`config.mk`:
```
export PLATFORM = sky130hd
export DESIGN_NAME = vending_machine_param
export DESIGN_NICKNAME = d
export VERILOG_FILES = /design/src/rtl/vending_machine_param.sv
export SDC_FILE = /design/constraint.sdc
export NUM_CORES = 1
export LEC_CHECK = 0
export CAP_MARGIN = 20
export CORE_MARGIN = 5
export CORE_UTILIZATION = 48
export DETAILED_ROUTE_END_ITERATION = 8
export PLACE_DENSITY = 0.83
export SYNTH_ARGS = -nofsm -noshare
export SYNTH_HDL_FRONTEND = slang
export SYNTH_SLANG_ARGS = --single-unit
export TNS_END_PERCENT = 10
```
`constraint.sdc`:
```
create_clock -name clk -period 3 [get_ports clk]
set_clock_uncertainty 0.2 [all_clocks]
set_input_delay 0.6 -clock clk [delete_from_list [all_inputs] [get_ports clk]]
set_output_delay 0.6 -clock clk [all_outputs]
set_load 0.005 [all_outputs]
```
`src/rtl/vending_machine_param.sv`:
```
// -----------------------------------------------------------------------------
// vending_machine_param
//
// Purpose:
//   Parametrised coin-operated vending controller. It sits between the
//   coin-acceptor front end and the dispenser / change-hopper drivers.
//   - Maps each 2-bit coin code to a parameterised denomination.
//   - Accumulates credit.
//   - Issues a one-cycle vend pulse once credit reaches PRICE.
//   - Pays any remainder back as a train of CHG_UNIT change-coin pulses.
//   - Keeps a saturating count of sales.
//
// Optional feature (compile-time macro):
//   VEND_CANCEL_EN
//     When defined, a 'cancel' input exists. Cancel in COLLECT refunds the
//     credit through the change train, with no vend and no sale counted.
//
// Parameter legality (not checked in hardware):
//   - PRICE > 0, PRICE <= MAX_CREDIT, and PRICE is a multiple of CHG_UNIT.
//   - Every COIN_VALn is a nonzero multiple of CHG_UNIT.
//   - 2**CREDIT_W > MAX_CREDIT + max(COIN_VALn).
//
// Ports:
//   clk         in   1         system clock, rising edge
//   rst         in   1         asynchronous reset, active low
//   coin_valid  in   1         a coin is presented this cycle
//   coin        in   2         coin code, qualified by coin_valid
//   cancel      in   1         refund request (VEND_CANCEL_EN only)
//   vend        out  1         registered one-cycle dispense pulse
//   chg         out  1         registered; each high cycle returns one CHG_UNIT
//   coin_rej    out  1         registered one-cycle pulse: return presented coin
//   busy        out  1         high while in VEND or CHANGE
//   credit      out  CREDIT_W  current credit
//   sale_cnt    out  CNT_W     saturating count of vends
// -----------------------------------------------------------------------------
module vending_machine_param #(
  parameter int PRICE      = 15,
  parameter int COIN_VAL0  = 5,
  parameter int COIN_VAL1  = 10,
  parameter int COIN_VAL2  = 20,
  parameter int COIN_VAL3  = 25,
  parameter int CHG_UNIT   = 5,
  parameter int MAX_CREDIT = 60,
  parameter int CREDIT_W   = 7,
  parameter int CNT_W      = 8
) (
  input  logic                clk,
  input  logic                rst,
  input  logic                coin_valid,
  input  logic [1:0]          coin,
`ifdef VEND_CANCEL_EN
  input  logic                cancel,
`endif
  output logic                vend,
  output logic                chg,
  output logic                coin_rej,
  output logic                busy,
  output logic [CREDIT_W-1:0] credit,
  output logic [CNT_W-1:0]    sale_cnt
);

  // One extra bit on the running sum means a coin that would push the
  // credit past MAX_CREDIT is detected instead of wrapping around.
  localparam int SUM_W = CREDIT_W + 1;

  localparam logic [SUM_W-1:0]    PRICE_S = SUM_W'(PRICE);
  localparam logic [SUM_W-1:0]    MAX_S   = SUM_W'(MAX_CREDIT);
  localparam logic [SUM_W-1:0]    VAL0_S  = SUM_W'(COIN_VAL0);
  localparam logic [SUM_W-1:0]    VAL1_S  = SUM_W'(COIN_VAL1);
  localparam logic [SUM_W-1:0]    VAL2_S  = SUM_W'(COIN_VAL2);
  localparam logic [SUM_W-1:0]    VAL3_S  = SUM_W'(COIN_VAL3);
  localparam logic [CREDIT_W-1:0] CHG_U   = CREDIT_W'(CHG_UNIT);

  typedef enum logic [1:0] {
    IDLE    = 2'd0,
    COLLECT = 2'd1,
    VEND    = 2'd2,
    CHANGE  = 2'd3
  } state_t;

  state_t state, state_d;

  logic [CREDIT_W-1:0] credit_d;
  logic [CNT_W-1:0]    sale_cnt_d;
  logic                vend_d;
  logic                chg_d;
  logic                coin_rej_d;
  logic                busy_d;
  logic [SUM_W-1:0]    sum;
  logic                cancel_req;

  // Denomination lookup for a coin code, in the widened sum domain.
  function automatic logic [SUM_W-1:0] coin_value(input logic [1:0] code);
    logic [SUM_W-1:0] v;
    case (code)
      2'b00:   v = VAL0_S;
      2'b01:   v = VAL1_S;
      2'b10:   v = VAL2_S;
      default: v = VAL3_S;
    endcase
    return v;
  endfunction

  // Sales counter increment that sticks at all-ones instead of wrapping.
  function automatic logic [CNT_W-1:0] sat_inc(input logic [CNT_W-1:0] v);
    logic [CNT_W-1:0] r;
    if (v == {CNT_W{1'b1}}) r = v;
    else                    r = v + CNT_W'(1);
    return r;
  endfunction

`ifdef VEND_CANCEL_EN
  assign cancel_req = cancel;
`else
  assign cancel_req = 1'b0;
`endif

  assign sum = {1'b0, credit} + coin_value(coin);

  // Next-state and next-output logic
  always_comb begin
    state_d    = state;
    credit_d   = credit;
    sale_cnt_d = sale_cnt;
    vend_d     = 1'b0;
    chg_d      = 1'b0;
    coin_rej_d = 1'b0;

    case (state)
      IDLE, COLLECT: begin
        if (cancel_req && (state == COLLECT)) begin
          // Refund: enter the change train as if after a vend, without
          // dispensing or counting a sale. A coin arriving in the same
          // cycle loses to the cancel and is handed back.
          chg_d      = 1'b1;
          credit_d   = credit - CHG_U;
          coin_rej_d = coin_valid;
          state_d    = CHANGE;
        end else if (coin_valid) begin
          if (sum > MAX_S) begin
            coin_rej_d = 1'b1;
          end else if (sum >= PRICE_S) begin
            credit_d   = CREDIT_W'(sum - PRICE_S);
            vend_d     = 1'b1;
            sale_cnt_d = sat_inc(sale_cnt);
            state_d    = VEND;
          end else begin
            credit_d = CREDIT_W'(sum);
            state_d  = COLLECT;
          end
        end
      end

      VEND: begin
        coin_rej_d = coin_valid;
        if (credit != '0) begin
          chg_d    = 1'b1;
          credit_d = credit - CHG_U;
          state_d  = CHANGE;
        end else begin
          state_d = IDLE;
        end
      end

      CHANGE: begin
        coin_rej_d = coin_valid;
        // chg drops on the edge at which credit has reached zero.
        if (credit != '0) begin
          chg_d    = 1'b1;
          credit_d = credit - CHG_U;
        end else begin
          state_d = IDLE;
        end
      end

      default: begin
        state_d  = IDLE;
        credit_d = '0;
      end
    endcase
  end

  assign busy_d = (state_d == VEND) || (state_d == CHANGE);

  // State and output registers
  always_ff @(posedge clk or negedge rst) begin
    if (!rst) begin
      state    <= IDLE;
      credit   <= '0;
      sale_cnt <= '0;
      vend     <= 1'b0;
      chg      <= 1'b0;
      coin_rej <= 1'b0;
      busy     <= 1'b0;
    end else begin
      state    <= state_d;
      credit   <= credit_d;
      sale_cnt <= sale_cnt_d;
      vend     <= vend_d;
      chg      <= chg_d;
      coin_rej <= coin_rej_d;
      busy     <= busy_d;
    end
  end

endmodule

```
==> results.tsv, run 1 <==
metric	value	unit
setup_viol	14	
fill_cells	200	
critPathRequiredTime	3.02	ns
grt_pass1_wl	8.08	mm
async_reset_ff_share	100	%
period_needed	3.18	ns
reg2reg_slack	0.02	ns
synth_ff_type	dfrtp_1	
p_per_area	1180	nW/um^2
register_area	500	um^2
syn_to_final_growth	56.4	%
synth_top_area_cell	dfrtp_1	
drt_wl_total	5.27	mm
cts_buffers	3	
slew_viol_final	0	
period_share	106	%
initial_utilization	50.6	%
via_per_inst	5.93	
drt-initial-drc-count	110	
antenna_cells	0	
tightest_slew	0.467	ns
yosysSeqAreaShare	32.2	%
antenna_found_initial	0	
outcome	finished, violations left	
synth_edf_count	0	
cts.reportedPaths.clkPinSlew	0.12	ns
rsz0062_at_grt	true	
hp-class	register to register	
nNetsFinal	261	
hold_depth	1	
r2r_end	credit[3]	
antenna_left	0	
endpoint_kind	register	
critPathMaxFanout	6	
synth_cell_types	51	
die_width	66.9	um
min_to	sale_cnt[5]	
cts_sinks	20	
grt_pass1_vias	1775	
synth_cells	168	
timing_hold_violations_final	0	
drc	0	
criticalPathCategory	input pin to register	
grt_overflow_total	0	
dieArea	4480	um^2
cts.path.max_buffers	2	
syn-cell-area	1560	um^2
place_congestion	1.02	
grt_max_degree	21	
p_leak	0.00109	uW
dr.pass1.iters	4	
postSynthAreaPerCell	9.26	um^2
hold_buffers	0	
startpoint_type	input pin	
netlist_top_cells_area	dfrtp_1 32%, ha_1 10%, xnor2_1 5.1%	
synth-seq-cells	20	
setup_slack	-0.184	ns
die_y	66.9	um
rr_startpoint	credit[0]	
dpl_cell_area	2230	um^2
io_pins	24	
worstPathArrival	3.20	ns
multiInputGateArea	1140	um^2
yosys_warnings	0	
grtUsageTotal	24.1	%
fmax	314	MHz
htreeDepth	1	
slew_headroom	68.5	%
core	3080	um^2
rr_worst_depth	10	
max_cap_viol_count	0	
layout-drive-gt1-share	37.8	%
insertion_delay	0.32	ns
routed-via-count	1689	
syn_nets	187	
wl_per_cell	18.5	um
min_from	sale_cnt[5]	
vdd_ir_drop_max	666	uV
post-route-util	79.1	%
cts_tree	yes	
dpl.hpwl	3.64	mm
root_buffer	clkbuf_4	
portBuffers	23	
rows	20	
violations	setup timing	
fin_area	2430	um^2
synth_top_area_share	32.2	%
[worst max path at each step]
stage / from / to
3_3_place_gp: coin[0] / credit[2]
5_1_grt: coin[0] / sale_cnt[3]
6_report: coin[0] / sale_cnt[1]
4_1_cts: coin[0] / sale_cnt[1]
3_5_place_dp: coin[0] / sale_cnt[6]
2_1_floorplan: coin[0] / sale_cnt[1]
[sequential cells by signal, indices dropped and copies added, names as in the netlist]
signal / count
credit: 7
sale_cnt: 8
busy: 1
coin_rej: 1
chg: 1
state: 1
vend: 1
[where the power goes]
| part | leakage, uW | total, uW | internal (uW) | switching [uW] |
|---|---|---|---|---|
| logic | 0.000819 | 2140 | 1130 | 1010 |
| registers | 0.000244 | 501 | 365 | 137 |
| clock network | 0.0000279 | 231 | 135 | 95.7 |
| total | 0.00109 | 2870 | 1630 | 1250 |
[critical path: stages]
cell      delay (ns)
buf_12          0.10
inv_12          0.03
ha_4            0.13
or2_4           0.26
buf_6           0.12
ha_4            0.21
buf_6           0.11
mux2_4          0.26
a21oi_2         0.12
o22a_1          0.22
nand4b_1        0.16
buf_4           0.19
nor4_4          0.19
buf_4           0.19
mux2_4          0.30
[per-stage QoR]
stage	total power [uW]	worst slack, ns	setup TNS, ns	hold WS (ns)	instances
3_3_place_gp	2280	-0.961	-16.67	0.292	276
5_1_grt	3050	-0.264	-2.54	0.368	285
6_report	2870	-0.184	-1.48	0.332	285
2_1_floorplan	1480	-0.265	-2.82	0.104	168
4_1_cts	2700	-0.284	-3.15	0.332	284
3_5_place_dp	2360	-0.996	-17.43	0.311	276
[cell families after synthesis]
kind of cell | Yosys count | synth area share (%)
buffers and inverters | 14 | 4.02
flip-flops | 20 | 32.2
XOR/XNOR | 13 | 7.32
multiplexers | 3 | 2.33
adder cells (fa/ha/maj) | 14 | 11.7
AND/OR/NAND/NOR | 57 | 22.0
AO/OA/AOI/OAI | 47 | 20.4
[routing by layer]
layer	share of wire [%]	up-vias	wire, um	GRT usage [%]
li1	-	766	-	-
met1	41	819	2150	28.3
met2	50	81	2640	42.8
met3	5.6	23	293	3.71
met4	3.7	0	195	10.9
met5	0	-	0	0
[synth_stat cells, types with 4 or more instances]
library cell and n:
xnor2_1 9, a21oi_1 9, nor2_1 8, nand2_1 9, o21ai_0 10, and3_1 4
dfrtp_1 20, a211oi_1 4, a31oi_1 5, inv_1 10, xor2_1 4, nand3_1 10
ha_1 13
[area by class of cell]
| class | instances | share of cell area [%] |
|---|---|---|
| Clock buffer | 3 | 0.925 |
| Clock inverter | 1 | 1.23 |
| Inverter | 10 | 2.06 |
| Multi-Input combinational cell | 134 | 47.0 |
| Sequential cell | 20 | 20.6 |
| Tap cell | 44 | 2.26 |
| Timing Repair Buffer | 73 | 26.0 |
[repair_timing]
action,4_1_cts,5_1_grt
pin swaps,11,10
endpoints found under the setup margin,19,19
buffers inserted,4,2
gates resized for setup,24,19
[layout by cell type (no fill, tap or decap), types with 3 or more instances in the layout]
cell and instances:
buf_4 46, clkdlybuf4s50_1 21, dfrtp_1 20, nand3_1 10, inv_1 9, nand2_1 9, xnor2_1 8, ha_1 7
a21oi_1 6, o21ai_0 5, nor2_1 5, a31oi_1 5, ha_4 5, buf_6 5, o21ai_1 4, and3_1 4
a21o_1 3, a211oi_2 3, xor2_1 3, nor2b_1 3, nor3_1 3, clkbuf_4 3
(Power assumes the default switching activity.)
==> run 2, diff against run 1 <==
CELL_PAD_IN_SITES_DETAIL_PLACEMENT = 0   (was unset)
CELL_PAD_IN_SITES_GLOBAL_PLACEMENT = 2   (was unset)
CORE_UTILIZATION = 30   (was 48)
PLACE_DENSITY = 0.84   (was 0.83)
==> run 2 against run 1 <==
  * The run still ends with setup timing left
  * Utilization down 30 points
  * First-iteration DRC count down 51%
  * Non-clock buffer count unchanged
  * Design area up 2.9%
  * Combinational power down 3%
==> results.tsv, run 2 (synthesis gave the netlist of run 1 again) <==
metric	value	unit
drc	0	
fin_tns_setup	-3.69	ns
root_buffer	clkbuf_8	
min_from	sale_cnt[5]	
slew_headroom	61.8	%
fill_cells	506	
grtUsageTotal	14.1	%
slew_viol_final	0	
die_width	82.0	um
grt_max_degree	21	
via_per_inst	4.88	
period_needed	3.33	ns
reg2reg_slack	-0.05	ns
layout-drive-gt1-share	37.8	%
cts.reportedPaths.clkPinSlew	0.08	ns
fmax	300	MHz
dpl.hpwl	3.34	mm
critPathMaxFanout	6	
period_share	111	%
p_leak	0.00109	uW
io_pins	24	
hold_depth	1	
tightest_slew	0.569	ns
initial_utilization	30.7	%
multiInputGateArea	1170	um^2
cts.path.max_buffers	2	
syn_to_final_growth	60.9	%
hold_buffers	0	
grt_pass1_vias	1558	
core	5070	um^2
largest_register_ffs	8	
rr_worst_depth	10	
routed-via-count	1518	
antenna_cells	0	
critPathRequiredTime	2.95	ns
startpoint_type	input pin	
grt_overflow_total	0	
violations	setup timing	
regMostFlops	sale_cnt	
worstPathArrival	3.28	ns
r2r_end	sale_cnt[1]	
post-route-util	49.4	%
cts_buffers	3	
rr_startpoint	credit[4]	
place_congestion	0.856	
setup_slack	-0.334	ns
antenna_found_initial	0	
hp-class	register to register	
max_cap_viol_count	0	
criticalPathCategory	input pin to register	
portBuffers	23	
rsz0062_at_grt	true	
register_area	500	um^2
dieArea	6730	um^2
layout_common_cells	47 x buf_4, 21 x clkdlybuf4s50_1, 20 x dfrtp_1	
reg_top3	sale_cnt (8), credit (7)	
grt_pass1_wl	7.37	mm
drt_wl_total	4.29	mm
antenna_left	0	
dr.pass1.iters	4	
cts_sinks	20	
min_to	sale_cnt[5]	
setup_viol	19	
insertion_delay	0.26	ns
wl_per_cell	13.8	um
rows	26	
drt-initial-drc-count	54	
outcome	finished, violations left	
endpoint_kind	register	
vdd_ir_drop_max	416	uV
mostFrequentLayoutCell	buf_4	
p_per_area	1140	nW/um^2
path_cells	buf_12 -> inv_12 -> ha_4 -> or2_4 -> buf_6 -> ha_4 -> a221o_1 -> or3_4 -> buf_4 -> and3b_2 -> buf_6 -> nor4_4 -> buf_4 -> mux2_4	
slowest_delay	0.36	ns
cp_slowest_cell	a221o_1	
nNetsFinal	261	
timing_hold_violations_final	0	
die_y	82.0	um
post-place-ws	-1.00	ns
htreeDepth	1	
cts_tree	yes	
-- run 2: cell type report --
class / count / area share (%)
tap: 70 / 3.50
sequential: 20 / 20.0
clock inverter: 1 / 1.20
clock buffer: 3 / 1.65
multi-input combinational: 134 / 46.6
inverter: 10 / 2.00
timing repair buffer: 73 / 25.1
-- run 2: per-layer routing --
metal  wire, um  track usage (%)
met5          0                0
met4         21             1.66
met3        125             3.07
met2       2080             23.7
met1       2070             19.1
-- run 2: where the power goes --
group	switching [uW]	total, uW	internal [uW]
Combinational	930	2070	1140
Clock	93.2	271	178
Sequential	134	500	365
Total	1160	2840	1690
-- run 2: worst max path at each step --
stage                              to  depth (start not counted)     from  slack, ns
after floorplan           sale_cnt[1]                         11  coin[0]      -0.27
after global placement      credit[3]                         13  coin[0]      -0.97
after detailed placement  sale_cnt[6]                         14  coin[0]      -1.00
after CTS                 sale_cnt[1]                         13  coin[0]      -0.37
after global routing        credit[2]                         13  coin[0]      -0.40
final                     sale_cnt[1]                         14  coin[0]      -0.33
-- run 2: metrics by stage --
stage	std cells	hold slack, ns	total power [uW]	instance area (um^2)
2_1_floorplan	168	0.104	1480	1640
3_3_place_gp	302	0.292	2320	2260
3_5_place_dp	302	0.299	2320	2260
4_1_cts	309	0.319	2650	2380
5_1_grt	311	0.340	3080	2500
6_report	311	0.313	2840	2500
-- run 2: timing repair --
action                     CTS  global route
buffers inserted             3             3
pin swaps                   10            14
resized for setup           16            30
setup endpoints to repair   19            19
-- run 2: worst max-delay path: cells and delay by family --
| family | cells | cell delay (ns) |
|---|---|---|
| AND/OR/NAND/NOR | 4 | 0.96 |
| multiplexers | 1 | 0.30 |
| AO/OA/AOI/OAI | 1 | 0.36 |
| adder cells (fa/ha/maj) | 2 | 0.34 |
| buffers and inverters | 6 | 0.71 |
